--- src/rtl/alu_serial_slice_if.sv ---
// Operand/result bus of alu_serial_slice: request side (in_*) and result side (out_*).
// Parity exists only when ALU_PARITY_EN is defined.
//
// Handshake: a transfer happens on a rising edge where valid && ready; the
// producer holds valid and its data stable until that edge, and ready never
// depends combinationally on valid.
interface alu_serial_slice_if #(
  parameter int WIDTH = 8
);
  logic             in_valid;
  logic             in_ready;
  logic [WIDTH-1:0] A;
  logic [WIDTH-1:0] B;
  logic             AInvert;
  logic             BInvert;
  logic             CarryIn;
  logic [1:0]       Operation;
  logic             out_valid;
  logic             out_ready;
  logic [WIDTH-1:0] Result;
  logic             CarryOut;
  logic             Zero;
  logic             Overflow;
`ifdef ALU_PARITY_EN
  logic             Parity;

  modport master (
    output in_valid, A, B, AInvert, BInvert, CarryIn, Operation, out_ready,
    input  in_ready, out_valid, Result, CarryOut, Zero, Overflow, Parity
  );
  modport slave (
    input  in_valid, A, B, AInvert, BInvert, CarryIn, Operation, out_ready,
    output in_ready, out_valid, Result, CarryOut, Zero, Overflow, Parity
  );
`else
  modport master (
    output in_valid, A, B, AInvert, BInvert, CarryIn, Operation, out_ready,
    input  in_ready, out_valid, Result, CarryOut, Zero, Overflow
  );
  modport slave (
    input  in_valid, A, B, AInvert, BInvert, CarryIn, Operation, out_ready,
    output in_ready, out_valid, Result, CarryOut, Zero, Overflow
  );
`endif
endinterface

--- src/rtl/alu_serial_slice.sv ---
// Digit-serial ALU (AND/OR/ADD/SLT) processing DIGIT bits per cycle through a carry flop.
// Optional even-parity output enabled by defining ALU_PARITY_EN.
module alu_serial_slice #(
  parameter int WIDTH = 8,
  parameter int DIGIT = 2
) (
  input  logic                clk,
  input  logic                rst_n,
  alu_serial_slice_if.slave   bus,
  output logic [1:0]          dbg_state
);
  localparam int N  = WIDTH / DIGIT;
  localparam int CW = (N > 1) ? $clog2(N) : 1;

  if ((WIDTH % DIGIT) != 0 || WIDTH < 2 || DIGIT < 1) begin : g_bad_params
    $error("alu_serial_slice: WIDTH must be >= 2 and a multiple of DIGIT");
  end

  typedef enum logic [1:0] {IDLE = 2'd0, RUN = 2'd1, DONE = 2'd2} state_t;

  state_t           state, state_nxt;
  logic [WIDTH-1:0] aop, bop, acc;
  logic [1:0]       op;
  logic             carry;
  logic [CW-1:0]    cnt;

  logic             last;
  logic [DIGIT-1:0] a_d, b_d, sum_d, digit_res;
  logic [DIGIT:0]   sum;
  logic             dig_co, c_msb, add_ovf;
  logic [WIDTH-1:0] full, final_res;
  logic             final_co, final_ovf;

  always_comb begin
    state_nxt = state;
    case (state)
      IDLE:    if (bus.in_valid)          state_nxt = RUN;
      RUN:     if (last)                  state_nxt = DONE;
      DONE:    if (bus.out_ready)         state_nxt = IDLE;
      default:                            state_nxt = IDLE;
    endcase
  end

  always_ff @(posedge clk or negedge rst_n) begin
    if (!rst_n) state <= IDLE;
    else        state <= state_nxt;
  end

  assign bus.in_ready  = (state == IDLE);
  assign bus.out_valid = (state == DONE);
  assign dbg_state     = state;

  // Operands shift right each RUN cycle, so the active digit is always the low DIGIT bits.
  assign last  = (cnt == CW'(N - 1));
  assign a_d   = aop[DIGIT-1:0];
  assign b_d   = bop[DIGIT-1:0];
  assign sum   = {1'b0, a_d} + {1'b0, b_d} + {{DIGIT{1'b0}}, carry};
  assign sum_d = sum[DIGIT-1:0];
  assign dig_co = sum[DIGIT];
  // Carry into the digit's top bit recovered from its sum bit: s = a ^ b ^ cin.
  assign c_msb   = a_d[DIGIT-1] ^ b_d[DIGIT-1] ^ sum_d[DIGIT-1];
  assign add_ovf = c_msb ^ dig_co;

  always_comb begin
    case (op)
      2'b00:   digit_res = a_d & b_d;
      2'b01:   digit_res = a_d | b_d;
      default: digit_res = sum_d;
    endcase
  end

  assign full = (acc >> DIGIT) | (WIDTH'(digit_res) << (WIDTH - DIGIT));

  always_comb begin
    final_res = full;
    final_co  = 1'b0;
    final_ovf = 1'b0;
    case (op)
      2'b10: begin
        final_co  = dig_co;
        final_ovf = add_ovf;
      end
      2'b11: begin
        final_res = WIDTH'(full[WIDTH-1] ^ add_ovf);
        final_co  = dig_co;
      end
      default: ;
    endcase
  end

  always_ff @(posedge clk or negedge rst_n) begin
    if (!rst_n) begin
      aop          <= '0;
      bop          <= '0;
      acc          <= '0;
      op           <= 2'b00;
      carry        <= 1'b0;
      cnt          <= '0;
      bus.Result   <= '0;
      bus.CarryOut <= 1'b0;
      bus.Zero     <= 1'b0;
      bus.Overflow <= 1'b0;
`ifdef ALU_PARITY_EN
      bus.Parity   <= 1'b0;
`endif
    end else begin
      case (state)
        IDLE: if (bus.in_valid) begin
          aop   <= bus.AInvert ? ~bus.A : bus.A;
          bop   <= bus.BInvert ? ~bus.B : bus.B;
          op    <= bus.Operation;
          carry <= bus.CarryIn;
          cnt   <= '0;
          acc   <= '0;
        end
        RUN: begin
          aop <= aop >> DIGIT;
          bop <= bop >> DIGIT;
          acc <= full;
          cnt <= cnt + CW'(1);
          if (op[1]) carry <= dig_co;
          // Visible outputs only change once the whole word is known.
          if (last) begin
            bus.Result   <= final_res;
            bus.CarryOut <= final_co;
            bus.Zero     <= (final_res == '0);
            bus.Overflow <= final_ovf;
`ifdef ALU_PARITY_EN
            bus.Parity   <= ^final_res;
`endif
          end
        end
        default: ;
      endcase
    end
  end
endmodule
--- src/flat_wrapper.sv ---
// flat-port wrapper written by rule: the top's interface ports become plain ports
module alu_serial_slice_flat 
#(
  parameter int WIDTH = 8,
  parameter int DIGIT = 2
)
  (clk, rst_n, dbg_state, bus_in_valid, bus_A, bus_B, bus_AInvert, bus_BInvert, bus_CarryIn, bus_Operation, bus_out_ready, bus_in_ready, bus_out_valid, bus_Result, bus_CarryOut, bus_Zero, bus_Overflow);
  alu_serial_slice_if #(.WIDTH(WIDTH)) bus_i ();
  input  logic clk;
  input  logic rst_n;
  output logic [1:0] dbg_state;
  input wire logic [$bits(bus_i.in_valid)-1:0] bus_in_valid;
  input wire logic [$bits(bus_i.A)-1:0] bus_A;
  input wire logic [$bits(bus_i.B)-1:0] bus_B;
  input wire logic [$bits(bus_i.AInvert)-1:0] bus_AInvert;
  input wire logic [$bits(bus_i.BInvert)-1:0] bus_BInvert;
  input wire logic [$bits(bus_i.CarryIn)-1:0] bus_CarryIn;
  input wire logic [$bits(bus_i.Operation)-1:0] bus_Operation;
  input wire logic [$bits(bus_i.out_ready)-1:0] bus_out_ready;
  output wire logic [$bits(bus_i.in_ready)-1:0] bus_in_ready;
  output wire logic [$bits(bus_i.out_valid)-1:0] bus_out_valid;
  output wire logic [$bits(bus_i.Result)-1:0] bus_Result;
  output wire logic [$bits(bus_i.CarryOut)-1:0] bus_CarryOut;
  output wire logic [$bits(bus_i.Zero)-1:0] bus_Zero;
  output wire logic [$bits(bus_i.Overflow)-1:0] bus_Overflow;
  assign bus_i.in_valid = bus_in_valid;
  assign bus_i.A = bus_A;
  assign bus_i.B = bus_B;
  assign bus_i.AInvert = bus_AInvert;
  assign bus_i.BInvert = bus_BInvert;
  assign bus_i.CarryIn = bus_CarryIn;
  assign bus_i.Operation = bus_Operation;
  assign bus_i.out_ready = bus_out_ready;
  assign bus_in_ready = bus_i.in_ready;
  assign bus_out_valid = bus_i.out_valid;
  assign bus_Result = bus_i.Result;
  assign bus_CarryOut = bus_i.CarryOut;
  assign bus_Zero = bus_i.Zero;
  assign bus_Overflow = bus_i.Overflow;
  alu_serial_slice #(.WIDTH(WIDTH), .DIGIT(DIGIT)) u_core (.clk(clk), .rst_n(rst_n), .bus(bus_i), .dbg_state(dbg_state));
endmodule
--- config.mk ---
export PLATFORM = sky130hd
export DESIGN_NAME = alu_serial_slice_flat
export DESIGN_NICKNAME = d
export VERILOG_FILES = /design/src/rtl/alu_serial_slice_if.sv /design/src/rtl/alu_serial_slice.sv /design/src/flat_wrapper.sv
export SDC_FILE = /design/constraint.sdc
export NUM_CORES = 1
export LEC_CHECK = 0
export ABC_AREA = 1
export BUFFER_PORTS_ARGS = -buffer_cell sky130_fd_sc_hd__buf_2
export CAP_MARGIN = 0
export CORE_ASPECT_RATIO = 0.7
export CORE_UTILIZATION = 50
export CTS_CLUSTER_SIZE = 25
export DETAILED_ROUTE_END_ITERATION = 12
export GPL_ROUTABILITY_DRIVEN = 0
export PLACE_DENSITY = 0.72
export SETUP_SLACK_MARGIN = 0.1
export SLEW_MARGIN = 20
export SYNTH_ARGS = -nofsm -noshare
export SYNTH_HDL_FRONTEND = slang
export SYNTH_SLANG_ARGS = --single-unit
--- constraint.sdc ---
create_clock -name clk -period 3 [get_ports clk]
set_input_delay 0.15 -clock clk [delete_from_list [all_inputs] [get_ports clk]]
set_output_delay 0.15 -clock clk [all_outputs]
set_load 0.01 [all_outputs]
# Word-level counts from Yosys, hierarchy flattened
# Cells that the tools add are included.
# totals
output_inout_bits	15
wordCells	64
input_bits	25
reg_bits	42
# classes
eq_ne	10
bitwise	9
n_mux	21
n_reduce_logical	10
n_addsub	3
# op_table
op	n
$mux W8	6
$pmux W8 S2	3
$not A8 Y8	2
$eq A2 B2 Y1 const B	4
$logic_not A8 Y1	1
$mux W2	4
$or A6 B8 Y8	1
$pmux W2 S2	2
$pmux W2 S3	1
$reduce_and A2 Y1	3
$reduce_and A3 Y1	2
$eq A2 B1 Y1 const B	2
$logic_not A2 Y1	2
$mux W1	4
$ne A2 B1 Y1 const B	2
$ne A2 B2 Y1 const B	2
$xor A1 B1 Y1	4
$add A2 B2 Y3	1
$add A3 B1 Y3	1
$add A2 B1 Y2 const B	1
$and A2 B2 Y2	1
$or A2 B2 Y2	1
$pmux W1 S2	1
$reduce_bool A2 Y1	1
$reduce_or A2 Y1	1

# Logic depth before layout (Yosys ltp)
# Gate-level depths: netlist of run 1.
# depth
ltp_word	7
mapped_depth	14
ltp_nobuf	14

# Least setup slack after synthesis of run 1
# OpenSTA, ideal clock, no wires.
# synth_path
kind	register -> register
startpoint	reg u_core.bop[0]
endpoint	reg u_core.bus.Zero
setup_slack_ns	1.026
path_buffers	0
required_time_ns	2.884
period_less_slack_ns	1.974
stages_incl_launch_ff	15
arrival_time_ns	1.857
setup_ns	0.116
path_cell_list	dfrtp_1 inv_1 fa_1 fa_1 inv_1 nand2_1 nand2_1 nand2_1 nand2_1 nand2_1 nand2_1 nand2_1 nand2_1 nand2_1 nand2_1
# synth_via
elab_chain_cells	7
word_cells_on_any_way	11
cone_classes	2 x add/sub; 2 x mux; 6 x bitwise; 1 x reduce/logical
# synth_rtl
element	line	source
from (decl)	alu_serial_slice.sv:22	logic [WIDTH-1:0] aop, bop, acc;
from (signal assigned)	alu_serial_slice.sv:110	bop <= bus.BInvert ? ~bus.B : bus.B;
from (signal assigned)	alu_serial_slice.sv:118	bop <= bop >> DIGIT;
$add A2 B2 Y3	alu_serial_slice.sv:57	assign sum = {1'b0, a_d} + {1'b0, b_d} + {{DIGIT{1'b0}}, carry};
$add A3 B1 Y3	alu_serial_slice.sv:57	
$pmux W2 S2 / $xor A1 B1 Y1 (equally long branches)	alu_serial_slice.sv:65, alu_serial_slice.sv:61	
$or A6 B8 Y8 / $xor A1 B1 Y1 (equally long branches)	alu_serial_slice.sv:72, alu_serial_slice.sv:62	
$xor A1 B1 Y1	alu_serial_slice.sv:84	final_res = WIDTH'(full[WIDTH-1] ^ add_ovf);
$mux W8 *	alu_serial_slice.sv:78	case (op)
$logic_not A8 Y1 *	alu_serial_slice.sv:126	bus.Zero <= (final_res == '0);
to (signal assigned)	alu_serial_slice.sv:126	
to (decl)	alu_serial_slice_if.sv:42	output in_ready, out_valid, Result, CarryOut, Zero, Overflow
# Every way passes the cells marked *; elsewhere a longest branch is shown, timed or not.
# A chain may end at the register's enable or synchronous reset.

# Worst setup path after layout of run 1
# Ends and elaborated chain as after synthesis.

==> flow_metrics.py, run 1 <==
metrics = {
    "synthesis": {
        "ys_warn_count": 0,
        "synth_area_um2": 2100,
        "synth_top_cell_area_share_pct": 47.8,
        "ys_types": 30,
        "yosysTopAreaCell": "dfrtp_1",
        "avgSynthCellArea_um2": 9.03,
        "netlist_instances": 232,
        "ys_ff_latch": 40,
        "synth-seq-area-share_pct": 47.8,
        "synth_area_leaders": "dfrtp_1 (48%), nand2_1 (11%), xnor2_1 (5.4%), inv_1 (4.3%), o21ai_0 (3.6%)",
        "syn-num-nets": 264,
    },
    "clocking": {
        "cts.clk_slew.worst_paths_ns": 0.08,
        "cts_max_level": 2,
        "cts_tree": "done",
        "clock_path_buffers": 2,
        "cts_hold_buffers": 0,
        "numCtsBuffers": 5,
        "cts_root_buffer": "clkbuf_8",
        "clock_sinks": 40,
        "post_cts_resized": 0,
        "cts_setup_buffers": 0,
        "insertion_delay_ns": 0.29,
    },
    "die": {
        "die_area_um2": 4460,
        "placementRows": 19,
        "initial_core_util_pct": 52.8,
        "io_pins": 40,
        "die_height_um": 56.2,
        "die_x_um": 79.4,
        "core_um2": 3970,
    },
    "worst_setup_path": {
        "reg2reg_slack_ns": 0.85,
        "start_kind": "flop",
        "worstPathCellList": "inv_1 -> fa_1 -> fa_1 -> inv_1 -> nand2_1 -> nand2_1 -> nand2_1 -> nand2_1 -> nand2_1 -> nand2_1 -> nand2_1 -> nand2_1 -> nand2_1 -> nand2_1",
        "regToRegStartpoint": "u_core.bop[0]",
        "cp_max_fo": 4,
        "max_stage_delay_ns": 0.56,
        "r2r-end": "u_core.bus.Zero",
        "cp_common_cell": "nand2_1",
        "cp_data_arrival_time_ns": 2.33,
        "crit_required_ns": 3.18,
        "crit_path_end_kind": "flop",
        "worstRegToRegCells": 14,
        "crit_type": "reg -> reg",
        "critPathSlowestCell": "fa_1",
    },
    "timing": {
        "fin_setup_tns_ns": 0,
        "maxSlewHeadroom_pct": 41.9,
        "drv_slew": 0,
        "hold_violations": 40,
        "skew_ns": 0.00566,
        "layout_setup_ws_ns": 0.848,
        "finalCriticalPeriod_ns": 2.15,
        "fmax_mhz": 465,
        "whs_ns": -0.0300,
        "finalSetupViolations": 0,
        "timing.final.crit_share_pct": 71.7,
        "grt_setup_unrepaired": "false",
        "tightest_slew_ns": 0.872,
    },
    "place": {
        "hpwl_um": 2940,
        "io_buffers": 39,
        "post-place-ws_ns": 0.869,
    },
    "grt": {
        "grt_first_pass_wirelength_um": 7300,
        "grt_use_total_pct": 21.4,
        "grt_max_degree": 41,
        "overflow": 0,
        "grt_pass1_vias": 1559,
        "antenna_found_initial": 0,
    },
    "routing": {
        "finalWirelength_um": 4100,
        "dr_total_vias": 1636,
        "ant_nets": 0,
        "drt_first_pass_iters": 4,
        "wl_per_cell_um": 12.7,
        "drt_iter0_markers": 78,
        "routed_via_density": 5.08,
        "drcViolationCount": 0,
    },
    "power_and_ir_drop": {
        "vdd_ir_drop_max_mv": 0.567,
        "power_density_nw_per_um2": 1160,
        "p_leak_nw": 1.22,
    },
    "hold_path": {
        "hp-class": "in -> async",
    },
    "job": {
        "maxCapViolations": 0,
    },
    "run_status": {
        "violations": "hold timing",
        "status": "finished, violations left",
    },
    "finish": {
        "antennaDiodeCount": 0,
        "layout-drive-gt1-share_pct": 23.0,
        "area.growth.synth_to_final_pct": 14.7,
        "layout.nets": 301,
    },
}
## synthesized netlist by cell type
master     n
nand2_1   64
dfrtp_1   40
inv_1     24
o21ai_0   15
xnor2_1   13
nor2_1    10
nand3_1    9
o221ai_1   7
ha_1       5
a21oi_1    4
buf_2      4
nand2_4    4
o211ai_1   4
o22ai_1    4
buf_6      3
o21ai_2    3
o31ai_1    3
clkbuf_2   2
fa_1       2
inv_2      2
a21oi_2    1
a21oi_4    1
a22o_1     1
inv_6      1
nand2_2    1
nand3b_1   1
nor2_2     1
o21ai_1    1
o221ai_2   1
or2_0      1
## worst max-delay path by stage
stage	start	endpoint	slack, ns	cells past startpoint
floorplan	u_core.bop[0]	u_core.bus.Zero	1.03	14
global placement	u_core.bop[0]	u_core.bus.Zero	0.95	14
detailed placement	u_core.bop[0]	u_core.bus.Zero	0.87	14
CTS	u_core.bop[0]	u_core.bus.Zero	0.85	14
global route	u_core.bop[0]	u_core.bus.Zero	0.65	14
finish	u_core.bop[0]	u_core.bus.Zero	0.85	14
## area by class of cell
| type | count | area (um^2) |
|---|---|---|
| inverter | 27 | 106 |
| sequential | 40 | 1000 |
| timing repair buffer | 39 | 195 |
| clock buffer | 5 | 68.8 |
| clock inverter | 3 | 42.5 |
| multi-input combinational | 156 | 925 |
| fill | 343 | 1570 |
| tap | 52 | 65.1 |
## metal layers
layer  routed length [um]  track usage (%)  share of wire [%]  vias to the layer above
met5                    0                0                  0                        -
met4                   16             4.68               0.39                        0
met3                  194             4.92                4.7                        2
met2                 1830             32.6                 45                       35
met1                 2060             31.2                 50                      766
li1                     -                -                  -                      833
## cell usage in the layout (no fill, tap or decap), types with 7 or more instances in the layout
cell and instances:
o221ai_1 7, o21ai_0 15, inv_1 24, nand2_1 64, xnor2_1 13, buf_2 39
nand3_1 9, nor2_1 10, dfrtp_1 40
## power breakdown
part / leakage [nW] / total, mW / switching [mW] / internal [mW]
Combinational: 0.657 / 1.43 / 0.911 / 0.518
Sequential: 0.508 / 0.937 / 0.150 / 0.786
Clock: 0.0541 / 0.433 / 0.187 / 0.246
## worst max-delay path: cells and delay by family (launching register included)
family        cells  cell delay, ns
buf+inv           2            0.16
fa+ha+maj         2            0.99
simple gates     10            0.54
flops             1            0.37
## flip-flops by register name (all words and copies together) (netlist names)
name / count
u_core.aop: 8
u_core.bus.CarryOut: 1
u_core.bus.Result: 8
u_core.carry: 1
u_core.dbg_state: 2
u_core.bus.Zero: 1
u_core.bus.Overflow: 1
u_core.bop: 8
u_core.cnt: 2
u_core.acc: 6
u_core.op: 2
## cell families after synthesis
kind of cell	count (synthesis)	synth area share (%)
xor+xnor	13	5.43
fa+ha+maj	7	4.90
flops	40	47.8
simple gates	91	18.8
buf+inv	36	8.12
compound gates	45	15.0
## metrics by stage
| step | hold slack [ns] | utilization, % | std cells | instance area, um^2 | total power [mW] |
|---|---|---|---|---|---|
| final | -0.0300 | 60.5 | 322 | 2400 | 2.80 |
| after CTS | 0.00710 | 60.5 | 322 | 2400 | 2.82 |
| after detailed placement | 0.318 | 57.7 | 314 | 2290 | 2.37 |
| after floorplan | -0.146 | - | 232 | 2100 | 2.06 |
| after global placement | 0.322 | 57.7 | 314 | 2290 | 2.34 |
| after global routing | 0.0316 | 60.5 | 322 | 2400 | 3.09 |
Power figures use the tool's default switching activity.
==> run 2, diff against run 1 <==
--- a/config.mk
+++ b/config.mk
@@ -9,11 +9,11 @@
 export BUFFER_PORTS_ARGS = -buffer_cell sky130_fd_sc_hd__buf_2
 export CAP_MARGIN = 0
 export CORE_ASPECT_RATIO = 0.7
-export CORE_UTILIZATION = 50
+export CORE_UTILIZATION = 49
 export CTS_CLUSTER_SIZE = 25
 export DETAILED_ROUTE_END_ITERATION = 12
 export GPL_ROUTABILITY_DRIVEN = 0
-export PLACE_DENSITY = 0.72
+export PLACE_DENSITY = 0.74
 export SETUP_SLACK_MARGIN = 0.1
 export SLEW_MARGIN = 20
 export SYNTH_ARGS = -nofsm -noshare
==> constraint.sdc (replaced) <==
create_clock -name clk -period 1.9 [get_ports clk]
set_input_delay 0.095 -clock clk [delete_from_list [all_inputs] [get_ports clk]]
set_output_delay 0.095 -clock clk [all_outputs]
set_load 0.01 [all_outputs]
==> run 2 against run 1 <==
  * The flow finishes with violations (setup timing)
  * Critical path depth decreased by 1
  * Register-to-register slack worse by 1.1 ns
  * Clock skew up 0.0037 ns
  * Hold slack gained 0.053 ns
  * Setup slack worse by 1.1 ns
  * Clock power grew 69%
  * Critical path type unchanged
  * Critical endpoint unchanged
  * Largest power group unchanged
  * Highest routed layer unchanged
==> flow_metrics.py, run 2 (synthesized netlist as in run 1, its figures left out) <==
metrics = {
    "run_status": {
        "status": "finished, violations left",
        "violations": "setup timing",
    },
    "die": {
        "io_pins": 40,
        "die_area_um2": 4550,
        "placementRows": 19,
        "core_um2": 4020,
        "die_height_um": 56.7,
        "die_x_um": 80.2,
        "initial_core_util_pct": 52.2,
    },
    "timing": {
        "skew_ns": 0.00932,
        "tightest_slew_ns": 0.537,
        "finalCriticalPeriod_ns": 2.15,
        "timing.final.crit_share_pct": 113,
        "grt_setup_unrepaired": "true",
        "hold_violations": 0,
        "finalSetupViolations": 4,
        "layout_setup_ws_ns": -0.245,
        "fmax_mhz": 466,
        "maxSlewHeadroom_pct": 64.2,
        "drv_slew": 0,
    },
    "worst_setup_path": {
        "cp_max_fo": 4,
        "worstPathCellList": "inv_2 -> fa_2 -> fa_2 -> buf_4 -> nand2_2 -> nand2_1 -> nor2_1 -> nand2_1 -> nand2_1 -> nand2_2 -> nand2_1 -> nand2_1 -> nand2_1",
        "worstRegToRegCells": 13,
        "max_stage_delay_ns": 0.59,
        "crit_required_ns": 2.08,
        "start_kind": "flop",
        "cp_data_arrival_time_ns": 2.32,
        "critPathSlowestCell": "fa_2",
        "crit_path_end_kind": "flop",
        "cp_common_cell": "nand2_1",
        "crit_type": "reg -> reg",
    },
    "power_and_ir_drop": {
        "pwr-share-clk_pct": 14.7,
        "p_leak_nw": 1.30,
        "intPower_mw": 2.82,
        "switching_share_pct": 43.2,
        "power_density_nw_per_um2": 1940,
        "p_seq_share_pct": 29.8,
        "vdd_ir_drop_max_mv": 1.17,
        "power.switching_mw": 2.15,
        "comb_power_share_pct": 55.5,
    },
    "place": {
        "postPlaceCellArea_um2": 2370,
        "hpwl_um": 3110,
        "io_buffers": 39,
        "placed_cells": 324,
    },
    "finish": {
        "layout_common_cells": "nand2_1 (61), dfrtp_1 (40), buf_2 (39)",
        "antennaDiodeCount": 0,
        "final_area_um2": 2560,
        "fillCellCount": 370,
        "area.growth.synth_to_final_pct": 22.3,
        "fin_cells": 337,
        "final_common_cell": "nand2_1",
        "reg.largest.list": "u_core.aop (8), u_core.bop (8), u_core.bus.Result (8)",
        "layout.nets": 316,
        "register_area_um2": 1000,
        "layout-drive-gt1-share_pct": 30.5,
        "multi_input_area_um2": 952,
    },
    "routing": {
        "routed_via_density": 5.06,
        "ant_nets": 0,
        "drt_iter0_markers": 88,
        "finalWirelength_um": 4240,
        "wl_per_cell_um": 12.6,
        "drcViolationCount": 0,
        "dr_total_vias": 1706,
        "drt_first_pass_iters": 4,
    },
    "grt": {
        "grt_pass1_vias": 1640,
        "grt_max_degree": 26,
        "grt_use_total_pct": 21.3,
        "antenna_found_initial": 0,
        "grt_first_pass_wirelength_um": 7360,
        "overflow": 0,
    },
    "clocking": {
        "cts_max_level": 2,
        "cts_root_buffer": "clkbuf_8",
        "numCtsBuffers": 5,
        "cts_tree": "done",
        "cts.clk_slew.worst_paths_ns": 0.08,
        "clock_path_buffers": 2,
        "insertion_delay_ns": 0.29,
        "clock_sinks": 40,
    },
    "job": {
        "maxCapViolations": 0,
    },
    "hold_path": {
        "min_path_cells": 3,
        "hp-class": "in -> reg",
    },
}
==> run 2: timing repair <==
action,in CTS,in global routing
setup endpoints to repair,5,6
pin swaps,5,2
hold buffers,2,0
buffers inserted,2,1
resized for setup,3,7
endpoints found under the hold margin,24,0
==> run 2: power groups by stage <==
stage / logic [mW] / clock network, mW / registers (mW)
global placement: 2.43 / 0 / 1.48
finish: 2.76 / 0.731 / 1.48
global route: 3.11 / 0.785 / 1.53
floorplan: 1.75 / 0 / 1.51
CTS: 2.57 / 0.744 / 1.48
detailed placement: 2.48 / 0 / 1.49
==> run 2: worst max-delay path: cells and delay by family, from the launching register on <==
kind / cells / cell delay [ns]
AND/OR/NAND/NOR: 9 / 0.53
flip-flops: 1 / 0.35
adder cells (fa/ha/maj): 2 / 0.99
buffers and inverters: 2 / 0.17
==> run 2: final timing paths <==
kind / startpoint / to / slack, ns
min: bus_Operation[0] / u_core.op[0] / 0.02
min reg2reg: u_core.bus.Result[7] / u_core.bus.Result[7] / 0.48
min in group asynchronous: rst_n / u_core.aop[2] / 0.32
max: u_core.carry / u_core.bus.Zero / -0.25
max reg2reg: u_core.carry / u_core.bus.Zero / -0.25
max in group asynchronous: rst_n / u_core.bus.Result[4] / 1.05
==> run 2: metrics by stage <==
stage	hold WS, ns	total power, mW	utilization, %	setup TNS (ns)	setup slack (ns)
finish	0.0228	4.97	63.8	-0.572	-0.245
global route	0.0446	5.43	63.8	-1.05	-0.369
CTS	0.0219	4.80	63.2	-0.244	-0.149
detailed placement	0.117	3.97	59.0	-0.316	-0.186
global placement	0.118	3.90	59.0	-0.167	-0.104
floorplan	-0.201	3.26	-	-0.0449	-0.0448
==> run 2: cell type report <==
type / instances / area share (%)
multi-input cells: 156 / 37.2
clock buffers: 6 / 3.22
inverters: 27 / 4.15
repair buffers: 54 / 12.4
well taps: 52 / 2.54
clock inverters: 2 / 1.51
flip-flops and latches: 40 / 39.1
==> run 2: routing by layer <==
layer / wire length [um] / vias up / track usage (%)
met1: 2090 / 808 / 29.9
met4: 26 / 0 / 4.59
li1: - / 859 / -
met3: 172 / 4 / 4.88
met2: 1940 / 35 / 33.7
met5: 0 / - / 0
